### src/rtl/tx_port_arbiter.sv
// Packet-atomic round-robin arbiter: merges four FWFT input FIFOs into one TX FIFO,
// one whole frame at a time, with a mid-frame stall timeout and frame/abort counters.
module tx_port_arbiter #(
  parameter logic [15:0] StallTimeout = 16'd1024
) (
  input  logic        sys_clk,
  input  logic        sys_rst,
  input  logic [71:0] in0_dout,
  input  logic [71:0] in1_dout,
  input  logic [71:0] in2_dout,
  input  logic [71:0] in3_dout,
  input  logic        in0_empty,
  input  logic        in1_empty,
  input  logic        in2_empty,
  input  logic        in3_empty,
  output logic        in0_rd_en,
  output logic        in1_rd_en,
  output logic        in2_rd_en,
  output logic        in3_rd_en,
  output logic [71:0] out_din,
  output logic        out_wr_en,
  input  logic        out_afull,
  output logic [1:0]  grant,
  output logic        busy,
  output logic [15:0] frame_cnt,
  output logic [15:0] abort_cnt
);

  typedef enum logic [1:0] {
    IDLE,
    XFER,
    ABORT,
    DISCARD
  } state_t;

  state_t      state;
  logic [1:0]  rr;
  logic [15:0] stall_cnt;

  logic [3:0]  empty_vec;
  logic [71:0] dout_vec [4];
  logic        sel_empty;
  logic [71:0] sel_dout;
  logic        sel_last;
  logic        pop;
  logic [3:0]  rd_vec;
  logic [1:0]  pick;
  logic        found;

  assign empty_vec   = {in3_empty, in2_empty, in1_empty, in0_empty};
  assign dout_vec[0] = in0_dout;
  assign dout_vec[1] = in1_dout;
  assign dout_vec[2] = in2_dout;
  assign dout_vec[3] = in3_dout;

  assign sel_empty = empty_vec[grant];
  assign sel_dout  = dout_vec[grant];
  assign sel_last  = (sel_dout[71:64] != 8'hff);

  // Only the granted input is ever popped; TX backpressure is ignored while discarding.
  always_comb begin
    pop = 1'b0;
    if (sys_rst) begin
      case (state)
        XFER:    pop = !sel_empty && !out_afull;
        DISCARD: pop = !sel_empty;
        default: pop = 1'b0;
      endcase
    end
  end

  assign rd_vec    = pop ? (4'b0001 << grant) : 4'b0000;
  assign in0_rd_en = rd_vec[0];
  assign in1_rd_en = rd_vec[1];
  assign in2_rd_en = rd_vec[2];
  assign in3_rd_en = rd_vec[3];

  always_comb begin
    pick  = rr;
    found = 1'b0;
    for (int k = 0; k < 4; k++) begin
      logic [1:0] idx;
      idx = rr + k[1:0];
      if (!found && !empty_vec[idx]) begin
        pick  = idx;
        found = 1'b1;
      end
    end
  end

  assign busy = (state != IDLE);

  always_ff @(posedge sys_clk) begin
    if (!sys_rst) begin
      state     <= IDLE;
      rr        <= 2'd0;
      grant     <= 2'd0;
      stall_cnt <= 16'd0;
      out_din   <= 72'h0;
      out_wr_en <= 1'b0;
      frame_cnt <= 16'd0;
      abort_cnt <= 16'd0;
    end else begin
      out_wr_en <= 1'b0;
      case (state)
        IDLE: begin
          stall_cnt <= 16'd0;
          if (found) begin
            grant <= pick;
            state <= XFER;
          end
        end
        XFER: begin
          if (pop) begin
            out_din   <= sel_dout;
            out_wr_en <= 1'b1;
            stall_cnt <= 16'd0;
            if (sel_last) begin
              frame_cnt <= frame_cnt + 16'd1;
              rr        <= grant + 2'd1;
              state     <= IDLE;
            end
          end else if (stall_cnt >= StallTimeout) begin
            state <= ABORT;
          end else if (sel_empty) begin
            stall_cnt <= stall_cnt + 16'd1;
          end
        end
        // The almost-full margin guarantees room for the terminator word.
        ABORT: begin
          out_din   <= 72'h0;
          out_wr_en <= 1'b1;
          abort_cnt <= abort_cnt + 16'd1;
          stall_cnt <= 16'd0;
          state     <= DISCARD;
        end
        DISCARD: begin
          if (pop && sel_last) begin
            rr    <= grant + 2'd1;
            state <= IDLE;
          end
        end
        default: state <= IDLE;
      endcase
    end
  end

endmodule
### config.mk
export PLATFORM = sky130hd
export DESIGN_NAME = tx_port_arbiter
export DESIGN_NICKNAME = d
export VERILOG_FILES = /design/src/rtl/tx_port_arbiter.sv
export SDC_FILE = /design/constraint.sdc
export NUM_CORES = 1
export LEC_CHECK = 0
export CORE_AREA = 2 2 158 160
export DETAILED_ROUTE_END_ITERATION = 10
export DIE_AREA = 0 0 160 162
export PLACE_DENSITY_LB_ADDON = 0.3
export SYNTH_ARGS = -nofsm -noshare
export SYNTH_HDL_FRONTEND = slang
export SYNTH_SLANG_ARGS = --single-unit
### constraint.sdc
create_clock -name sys_clk -period 6.46 [get_ports sys_clk]
set_clock_uncertainty 0.05 [all_clocks]
set_input_delay 1.292 -clock sys_clk [delete_from_list [all_inputs] [get_ports sys_clk]]
set_output_delay 1.292 -clock sys_clk [all_outputs]
set_load 0.02 [all_outputs]
Word-level counts from Yosys, hierarchy flattened
Cells that the tools add are included.
{ "totals": {"wordCells": 101, "reg_bits": 127, "out_inout_bits": 112, "in_bits": 295} }
{ "classes": {"n_eq_ne": 12, "add_sub_neg": 7, "reduce_logical": 24, "bitwise": 1, "shifts": 1, "n_lt_le_gt_ge": 7, "mux": 41} }
{ "ops": {"columns": ["operator", "n"], "rows": [
  ["$mux W72", 3],
  ["$bmux W72 S2", 1],
  ["$pmux W72 S2", 1],
  ["$add A16 B1 Y16 const B", 3],
  ["$mux W16", 3],
  ["$pmux W16 S2", 1],
  ["$mux W2", 11],
  ["$ge A16 B11 Y1 const B", 1],
  ["$lt A2 B3 Y1 const B", 5],
  ["$ne A3 B3 Y1 const B", 4],
  ["$mux W1", 11],
  ["$bmux W1 S2", 5],
  ["$ne A2 B2 Y1 const B", 4],
  ["$ne A8 B8 Y1 const B", 1],
  ["$pmux W2 S4", 1],
  ["$reduce_and A4 Y1", 2],
  ["$reduce_bool A2 Y1", 4],
  ["$logic_not A1 Y1", 7],
  ["$reduce_and A3 Y1", 2],
  ["$logic_and A1 B1 Y1", 5],
  ["$add A2 B1 Y2 const B", 2],
  ["$add A2 B2 Y2 const B", 2],
  ["$eq A2 B2 Y1 const B", 2],
  ["$mux W4", 1],
  ["9 further kinds", 11]
]} }

Longest topological paths before layout
Gate-level depths: netlist of the first run.
{ "logic_depth": {"word_depth": 14, "mapped_depth": 10} }

Worst setup path before layout of the first run
OpenSTA, ideal clock, no wires.
{ "synth_timing": {"path_type": "input-to-output", "start": "input port in0_empty", "end": "output port in0_rd_en", "path_buffers": 2, "arrival_ns": 2.735, "path_slack_ns": 2.383, "path_stages": 5, "cell_sequence": "buf_6 -> mux4_2 -> a211oi_1 -> clkbuf_1 -> and2_1"} }
{ "synth_between": {"elab_chain_len": 7} }
{ "synth_rtl": {"columns": ["item", "line", "text"], "rows": [
  ["from (decl)", "12", "input logic in0_empty,"],
  ["$bmux W1 S2 *", "56", "assign sel_empty = empty_vec[grant];"],
  ["$mux W1 (not written as such) *", "56", null],
  ["$logic_not A1 Y1 *", "65, 66", null],
  ["$logic_and A1 B1 Y1", "65", "XFER: pop = !sel_empty && !out_afull;"],
  ["$pmux W1 S2 *", "64", "case (state)"],
  ["$mux W1 *", "63", "if (sys_rst) begin"],
  ["$mux W4 *", "72", "assign rd_vec = pop ? (4'b0001 << grant) : 4'b0000;"],
  ["to (decl)", "16", "output logic in0_rd_en,"]
]} }
Every way passes the cells marked *; elsewhere a longest branch is shown, timed or not. The select of a mux whose other input is x is not followed.

Final worst setup path of the first run
{ "layout_timing": {"start": "input port in0_empty", "end": "output port in3_rd_en"} }
{ "layout_between": {"elab_chain_len": 7} }
{ "layout_rtl": {"columns": ["item", "line", "text"], "rows": [
  ["$bmux W1 S2 *", "56", null],
  ["$mux W1 (not written as such) *", "56", null],
  ["$logic_not A1 Y1 *", "65, 66", null],
  ["$logic_and A1 B1 Y1", "65", null],
  ["$pmux W1 S2 *", "64", null],
  ["$mux W1 *", "63", null],
  ["$mux W4 *", "72", null],
  ["to (decl)", "19", "output logic in3_rd_en,"]
]} }
Marked as above.

==> results of run 1 <==
metrics by stage:
stage               instance area [sq um]   util  worst slack, ns  power, mW
finish                              11900  0.495             1.16       2.36
global route                        11900  0.494            0.976       2.46
CTS                                 11900  0.494             1.15       2.39
detailed placement                  11300  0.469             1.15       1.39
global placement                    11300  0.469             1.22       1.39
floorplan                            6950      -             2.38       1.11
state kept, by name, indices dropped and copies added, names as in the netlist, named ones only:
register   flops
out_din       72
abort_cnt     16
frame_cnt     16
stall_cnt     16
grant          2
rr             2
out_wr_en      1
state          1
power by group:
group          leakage, nW  internal, mW  switching (mW)
clock                0.298         0.613           0.379
sequential            1.03         0.803          0.0250
combinational         2.65         0.331           0.211
total                 3.97          1.75           0.615
cells in the mapped netlist (2+ instances only):
cell      instances  area, sq um
dfxtp_1         127         2540
buf_6             2         22.5
xor2_1            6         52.6
buf_1             8         30.0
nand4_1          12         75.1
o211ai_1          3         22.5
and3_1            5         31.3
mux4_2           73         1640
inv_1            21         78.8
buf_2             3         15.0
nand2_1          21         78.8
nand3_1          18         90.1
and4_1            2         17.5
xnor2_1          10         87.6
a211oi_1          2         15.0
ha_1             12          150
and2_1            5         31.3
o21ai_0          22          110
or4b_2            3         30.0
or3_1            13         81.3
or4_1            12         90.1
nor2_1           98          368
a31oi_1           3         18.8
mux2i_1           4         40.0
clkbuf_1         40          150
o31ai_1          12         90.1
a221oi_1          2         17.5
nor3_1            5         25.0
nand4b_1          3         26.3
nand2b_1          2         12.5
a21oi_1          32          160
a22oi_1          73          548
nor4_1            7         43.8
layer usage:
| metal | vias up | part of all wire | track usage |
|---|---|---|---|
| li1 | 3382 | - | - |
| met3 | 49 | 0.076 | 0.0794 |
| met4 | 12 | 0.024 | 0.0786 |
| met5 | - | 0.0028 | 0 |
| met1 | 3526 | 0.38 | 0.251 |
| met2 | 246 | 0.51 | 0.390 |
cells in the final DEF (no fill, tap or decap), drive strengths merged, types with 2 or more instances in the layout:
cell	instances
ha	12
nand2	21
and4	2
and3	5
o31ai	12
or4b	3
a221oi	2
nand2b	2
clkdlybuf4s50	406
o21ai	22
mux4	73
buf	9
xor2	6
nor3	5
dfxtp	127
xnor2	10
inv	23
clkinv	6
and2	5
nor4	7
a21oi	32
a211oi	2
diode	5
or3	14
bufinv	2
nor2	98
clkinvlp	2
a22oi	73
nand3	18
or4	12
o211ai	3
clkbuf	20
nand4	12
a31oi	3
nand4b	3
mux2i	4
logic make-up (layout without fill, tap and decap cells):
kind of cell | after synthesis | in the layout | share of synthesized area
other cells | 0 | 5 | 0
mux | 77 | 77 | 0.242
compound gates | 160 | 160 | 0.159
xor+xnor | 16 | 16 | 0.0202
fa+ha+maj | 12 | 12 | 0.0216
buf+inv | 74 | 468 | 0.0426
simple gates | 210 | 210 | 0.149
flops | 127 | 127 | 0.366
layout make-up:
class | instances | area (sq um)
fill | 2300 | 12200
tap | 324 | 405
multi-input combinational | 475 | 4130
clock inverter | 12 | 131
inverter | 21 | 81.3
timing repair buffer | 415 | 4130
clock buffer | 20 | 478
sequential | 127 | 2550
antenna | 5 | 12.5
worst min path at each step:
| stage | from | end | slack [ns] | cells past startpoint |
|---|---|---|---|---|
| final | stall_cnt[1] | stall_cnt[1] | 0.45 | 2 |
| after global routing | stall_cnt[5] | stall_cnt[5] | 0.48 | 2 |
| after CTS | stall_cnt[1] | stall_cnt[1] | 0.45 | 2 |
| after detailed placement | stall_cnt[1] | stall_cnt[1] | 0.44 | 2 |
| after global placement | frame_cnt[15] | frame_cnt[15] | 0.43 | 2 |
| after floorplan | stall_cnt[15] | stall_cnt[15] | 0.40 | 2 |
worst register-to-register path, delay by kind of cell, from the launching register on:
kind	cells	cell delay (ns)
simple gates	2	0.90
mux	1	0.67
compound gates	2	0.60
buf+inv	1	0.57
flops	1	0.35
==> reports/qor.yml, run 1 <==
worstSkewPairLatency_ns: 0.41
initial_core_util: 0.288
dieWidth_microns: 160
r2r_end: "frame_cnt[10]"
crit_fanout: 8
worst_slew_pin_slew_ns: 1.05
tns_ns: 0
cts.clk_slew.worst_paths_ns: 0.05
synth_edf_count: 0
dieArea_sq_um: 25900
crit_start: "in0_empty"
drv_cap: 0
maxSlewViolCount: 0
drcViolationCount: 0
worst-path-buf-inv: 3
ys_seq_elements: 127
setup_viol: 0
port-buffer-count: 406
detail-route-antenna-nets: 0
numCtsBuffers: 17
crit_path_frequent_cell: "clkdlybuf4s50_1"
num_rows: 57
cp-start-kind: "primary input"
reg2reg_slack_ns: 3.26
avgSynthCellArea_sq_um: 10.3
vias_per_cell: 5.16
placed_cells: 1362
async_reset_ff_frac: 0
cts.repair.resized: 0
place_congestion: 0.866
reg2regPathDepth: 6
end_kind: "primary output"
first_iter_violations: 471
synth_nets: 983
firstDrtPassIters: 5
grt_usage: 0.223
fin_crit_sh: 0.821
grt_pass1_wl_mm: 43.8
peakVddDrop_v: 0.000147
core_sq_um: 24100
layout-drive-gt1-share: 0.117
timing.rr.start: "grant[0]"
postCtsHoldBufs: 0
endpoint: "in3_rd_en"
final_nets: 1364
path_cells: "clkdlybuf4s50_1 > mux4_2 > a211oi_1 > buf_4 > and2_1 > clkdlybuf4s50_1"
antenna_found_initial: 11
grt_max_degree: 73
slowest_stage: "clkdlybuf4s50_1"
arrival_ns: 3.96
hold_viol: 0
syn_to_final_growth_pct: 71.5
synth_top_flop_cell: "dfxtp_1"
ys_types: 48
p_leak_nw: 3.97
detail_route.wl_per_cell_microns: 21.0
cpLargestDelayFamily: "buffers and inverters"
cts.path.max_buffers: 2
syn_inst: 676
cts_tree: "done"
hold_class: "register to register"
fin_cells: 1399
synth.cell_area_sq_um: 6950
status: "complete, no violations"
final.min_clock_period_ns: 5.30
required_ns: 5.12
root_buffer: "clkbuf_16"
grt_pass1_vias: 7285
worst-setup-path-type: "primary input to primary output"
dp_hpwl_mm: 23.2
synth-seq-area-share: 0.366
worst_slew_margin_rel: 0.296
vias: 7215
whs_ns: 0.449
overflow: 0
rsz0062_at_grt: "no"
wirelength_mm: 29.4
p_per_area_nw_per_um2: 198
cts_max_level: 4
dieHeight_microns: 162
cp_num_cells: 6
clock.fmax_mhz: 189
ys_warn_count: 0
cpPeakStageDelay_ns: 0.60
num_io_pins: 407
cts_setup_buffers: 0
cts.sinks: 127
Power figures use the tool's default switching activity.
==> run 2, diff against run 1 <==
clock period = 5.35 ns   (was 6.46 ns; I/O delays follow)
==> run 2 against run 1 <==
Against the previous run:
- flip-flop and latch count stayed put
- worst setup slack got worse by 0.60 ns
- largest cell class is now non-clock buffers
- highest routed layer unchanged
- core utilization increased by 0.073 points
- global-route usage shrank 0.20 points
==> reports/qor.yml, run 2 (synthesized netlist as in run 1, its figures left out) <==
status: "complete, no violations"
vias: 7223
hold_viol: 0
timing.rr.start: "grant[0]"
r2r_end: "frame_cnt[10]"
dieWidth_microns: 160
antenna_found_initial: 11
dp_slack_ns: 0.555
firstDrtPassIters: 5
rsz0062_at_grt: "no"
worst_hold_path.endpoint: "frame_cnt[15]"
crit_path_frequent_cell: "clkdlybuf4s50_1"
dieArea_sq_um: 25900
first_iter_violations: 447
num_io_pins: 407
cts.clk_slew.worst_paths_ns: 0.06
cpPeakStageDelay_ns: 0.62
setup_viol: 0
clock.fmax_mhz: 208
final_nets: 1366
root_buffer: "clkbuf_16"
initial_core_util: 0.288
maxSlewViolCount: 0
reg2regPathDepth: 6
arrival_ns: 3.68
largest_register_ff_count: 72
cp-start-kind: "primary input"
end_kind: "primary output"
hold_class: "register to register"
worst-path-buf-inv: 2
dp_hpwl_mm: 23.2
cts.path.max_buffers: 2
postCtsHoldBufs: 0
layout_common_cells: "406 x clkdlybuf4s50_1, 125 x dfxtp_1, 98 x nor2_1, 73 x mux4_2, 73 x a22oi_1"
layout-drive-gt1-share: 0.118
worst-setup-path-type: "primary input to primary output"
numCtsBuffers: 17
nFillCells: 2293
place_congestion: 0.862
setup_ws_ns: 0.552
regArea_sq_um: 2550
grt_pass1_wl_mm: 43.1
fin_crit_sh: 0.897
cts.sinks: 127
wirelength_mm: 29.6
crit_fanout: 8
p_leak_nw: 3.97
p_per_area_nw_per_um2: 237
tns_ns: 0
path_cells: "clkdlybuf4s50_1 > mux4_2 > a211oi_1 > and2_1 > clkdlybuf4s50_1"
cts.repair.resized: 0
cts_setup_buffers: 0
grt_max_degree: 61
num_rows: 57
hold_depth: 2
cpLargestDelayFamily: "buffers and inverters"
final_common_cell: "clkdlybuf4s50_1"
cts_tree: "done"
vias_per_cell: 5.15
dieHeight_microns: 162
port-buffer-count: 406
grt_usage: 0.221
hp-start: "frame_cnt[15]"
syn_to_final_growth_pct: 71.7
worstSkewPairLatency_ns: 0.41
reg2reg_slack_ns: 1.98
grt_pass1_vias: 7058
multiInputGateArea_sq_um: 4130
drcViolationCount: 0
top_register: "out_din"
detail_route.wl_per_cell_microns: 21.1
peakVddDrop_v: 0.000137
cts_max_level: 4
drv_cap: 0
final.min_clock_period_ns: 4.80
worst_slew_pin_slew_ns: 0.878
slowest_stage: "mux4_2"
core_sq_um: 24100
required_ns: 4.23
overflow: 0
worst_slew_margin_rel: 0.412
detail-route-antenna-nets: 0
-- run 2: cell types whose count changed in the layout (fill, tap and decap cells not counted), sizes merged --
cell and delta:
bufinv -1, clkinvlp +1, clkinv -2, buf +2, diode +1, clkbuf +2
-- run 2: worst max path at each step --
| stage | startpoint | end | slack, ns | depth (start not counted) |
|---|---|---|---|---|
| final | in0_empty | in2_rd_en | 0.55 | 5 |
| after floorplan | in0_empty | in0_rd_en | 1.72 | 5 |
| after CTS | in0_empty | in2_rd_en | 0.55 | 5 |
| after global placement | in0_empty | in0_rd_en | 0.68 | 5 |
| after global routing | in2_empty | in2_rd_en | 0.46 | 5 |
| after detailed placement | in0_empty | in2_rd_en | 0.56 | 5 |
-- run 2: layout make-up --
cell class	instances	share of cell area
diodes	6	0.00126
inverters	21	0.00681
clock buffers	22	0.0415
well taps	324	0.0339
repair buffers	417	0.348
multi-input cells	475	0.346
flip-flops and latches	127	0.214
clock inverters	10	0.00849
-- run 2: worst reg2reg max path: cells and delay by family (launching register included) --
kind | cells | cell delay, ns
compound gates | 2 | 0.61
buf+inv | 1 | 0.59
flops | 1 | 0.55
mux | 1 | 0.63
simple gates | 2 | 0.87
-- run 2: power by group --
group	internal, mW	total [mW]	switching (mW)	leakage [nW]
registers	0.969	1.00	0.0330	1.03
logic	0.402	0.657	0.255	2.66
clock network	0.709	1.17	0.458	0.285
-- run 2: metal layers --
layer | GRT usage | wire length (microns) | vias to the layer above
li1 | - | - | 3384
met1 | 0.253 | 11300 | 3531
met2 | 0.383 | 15200 | 252
met3 | 0.0789 | 2270 | 46
met4 | 0.0766 | 777 | 10
met5 | 0 | 64 | -
-- run 2: through the flow --
stage / total power [mW] / hold slack (ns) / util / cells / area (sq um)
5_1_grt: 2.94 / 0.472 / 0.495 / 1398 / 11900
3_3_place_gp: 1.68 / 0.422 / 0.470 / 1364 / 11300
3_5_place_dp: 1.68 / 0.436 / 0.470 / 1364 / 11300
4_1_cts: 2.86 / 0.445 / 0.495 / 1396 / 11900
6_report: 2.83 / 0.442 / 0.495 / 1402 / 11900
2_1_floorplan: 1.34 / 0.402 / - / 676 / 6950
==> run 3, diff against run 2 <==
ABC_AREA = 1   (was not set)
CORE_AREA = 2 2 157 159   (was 2 2 158 160)
DIE_AREA = 0 0 159 161   (was 0 0 160 162)
SLEW_MARGIN = 20   (was not set)
clock period = 4.9 ns   (was 5.35 ns; I/O delays follow)
==> run 3 against run 2 <==
Against the previous run:
- synthesized area is 12% higher
- final area is 5.7% higher
- via count is 35% higher
- sequential share of layout area is 1.2 points lower
- register-to-register slack worse by 0.34 ns
- highest routed layer is now met4
==> reports/qor.yml, run 3 <==
status: "complete, no violations"
p_per_area_nw_per_um2: 392
peakVddDrop_v: 0.000184
nFillCells: 2409
grt_pass1_vias: 9390
worstSkewPairLatency_ns: 0.42
yosysTopAreaCell: "dfxtp_1"
hold_viol: 0
synth_top_cell_area_share: 0.328
synth-seq-area-share: 0.328
cts_tree: "done"
dp_hpwl_mm: 25.7
slowest_stage: "dfxtp_2"
synth.most_common_cell: "nand2_1"
root_buffer: "clkbuf_16"
num_io_pins: 407
postCtsHoldBufs: 0
numCtsBuffers: 17
detail_route.wl_per_cell_microns: 17.1
layout-drive-gt1-share: 0.0358
synth_nets: 1584
overflow: 0
reg2regPathDepth: 11
ys_warn_count: 0
layout_common_cells: "406 x clkdlybuf4s50_1, 314 x nand2_1, 183 x nor2_1, 159 x o21ai_0, 125 x dfxtp_1"
ys_top_cells_by_count: "314 x nand2_1, 183 x nor2_1, 159 x o21ai_0"
synth_edf_count: 0
r2r_end: "frame_cnt[5]"
synth.cell_area_sq_um: 7760
top_register: "out_din"
cts.path.max_buffers: 2
fin_cells: 1975
dieHeight_microns: 161
cpPeakStageDelay_ns: 0.89
grt_max_degree: 85
cts.clk_slew.worst_paths_ns: 0.06
maxSlewViolCount: 0
arrival_ns: 2.79
drcViolationCount: 0
required_ns: 3.87
tns_ns: 0
hold_depth: 2
avgSynthCellArea_sq_um: 6.08
async_reset_ff_frac: 0
p_leak_nw: 4.74
timing.rr.start: "grant[1]"
syn_to_final_growth_pct: 62.6
detail-route-antenna-nets: 0
crit_fanout: 37
drv_cap: 0
vias_per_cell: 4.94
ys_seq_elements: 127
firstDrtPassIters: 6
worst_slew_margin_rel: 0.401
first_iter_violations: 565
cp-start-kind: "register"
cts.repair.resized: 0
final_common_cell: "clkdlybuf4s50_1"
synth_top_flop_cell: "dfxtp_1"
largest_register_ff_count: 72
cpLargestDelayFamily: "flip-flops"
final_nets: 1940
antenna_found_initial: 5
hold_class: "register to register"
vias: 9758
syn_inst: 1277
worst_slew_pin_slew_ns: 0.895
dieArea_sq_um: 25600
core_sq_um: 24000
dieWidth_microns: 159
synthTopCellsByArea: "dfxtp_1 33%, nand2_1 15%, o21ai_0 10%"
place_congestion: 0.934
path_cells: "inv_2 > nand3_1 > nand2_1 > nand2_2 > nor2_1 > clkdlybuf4s50_1"
cts_setup_buffers: 0
end_kind: "primary output"
worst-setup-path-type: "register to primary output"
cts_max_level: 4
rsz0062_at_grt: "no"
placed_cells: 1938
fin_crit_sh: 0.780
wirelength_mm: 33.8
worst-path-buf-inv: 2
reg2reg_slack_ns: 1.64
grt_pass1_wl_mm: 51.0
setup_viol: 0
cts.sinks: 127
final.min_clock_period_ns: 3.82
initial_core_util: 0.324
ys_types: 30
clock.fmax_mhz: 262
num_rows: 57
worst_hold_path.endpoint: "out_din[51]"
hp-start: "out_din[51]"
grt_usage: 0.254
port-buffer-count: 406
## run 3: cell count changes in the layout (fill, tap and decap cells not counted), sizes merged, moves of 63 or more
cell   delta
mux4     -73
nor2     +87
o22ai    +63
nand2   +295
a22oi    -73
inv      +94
a21oi    +80
o21ai   +140
## run 3: how the worst max path moves through the flow
stage	endpoint	slack [ns]	from	cells past startpoint
global route	in3_rd_en	0.97	grant[1]	6
detailed placement	in3_rd_en	1.13	in3_empty	7
finish	in3_rd_en	1.08	grant[1]	6
global placement	in0_rd_en	1.18	in3_empty	7
CTS	in3_rd_en	1.05	grant[1]	6
floorplan	in1_rd_en	2.19	grant[1]	7
## run 3: cells by family after synthesis
kind of cell               after synthesis  share of synthesized area
and+or+nand+nor                        590                      0.305
AOI/OAI and AO/OA                      344                      0.235
buffers and inverters                  194                      0.102
DFF                                    127                      0.328
adders and majority gates               12                     0.0193
xor gates and xnor gates                10                     0.0113
## run 3: report_power, final
group	leakage [nW]	total, mW	switching, mW	internal (mW)
clock network	0.308	1.33	0.512	0.818
registers	1.03	1.24	0.148	1.09
logic	3.41	2.38	1.54	0.841
total	4.74	4.94	2.20	2.75
## run 3: final cells by class
cell class                      count  area [sq um]  share of cell area
Antenna cell                        5          12.5            0.000992
Clock buffer                       20           478              0.0379
Clock inverter                     12           144              0.0114
Inverter                          113           428              0.0339
Multi-Input combinational cell    956          4440               0.352
Sequential cell                   127          2550               0.202
Tap cell                          324           405              0.0321
Timing Repair Buffer              418          4170               0.330
## run 3: per-layer routing
metal / global-route usage / wire [microns]
met5: 0 / 0
met4: 0.115 / 1380
met3: 0.0711 / 2340
met2: 0.446 / 16700
met1: 0.288 / 13400
## run 3: worst min-delay path: cells and delay by family (launching register included)
kind | cells | cell delay, ns
DFF | 1 | 0.31
AOI/OAI and AO/OA | 1 | 0.05
and+or+nand+nor | 1 | 0.06
## run 3: through the flow
step / instance area (sq um) / setup slack, ns / hold WS, ns / util / total power, mW
floorplan: 7760 / 2.19 / 0.391 / - / 2.78
global placement: 12000 / 1.18 / 0.401 / 0.500 / 3.63
detailed placement: 12000 / 1.13 / 0.404 / 0.500 / 3.64
CTS: 12600 / 1.05 / 0.413 / 0.526 / 4.98
global route: 12600 / 0.974 / 0.428 / 0.527 / 5.30
finish: 12600 / 1.08 / 0.412 / 0.527 / 4.94
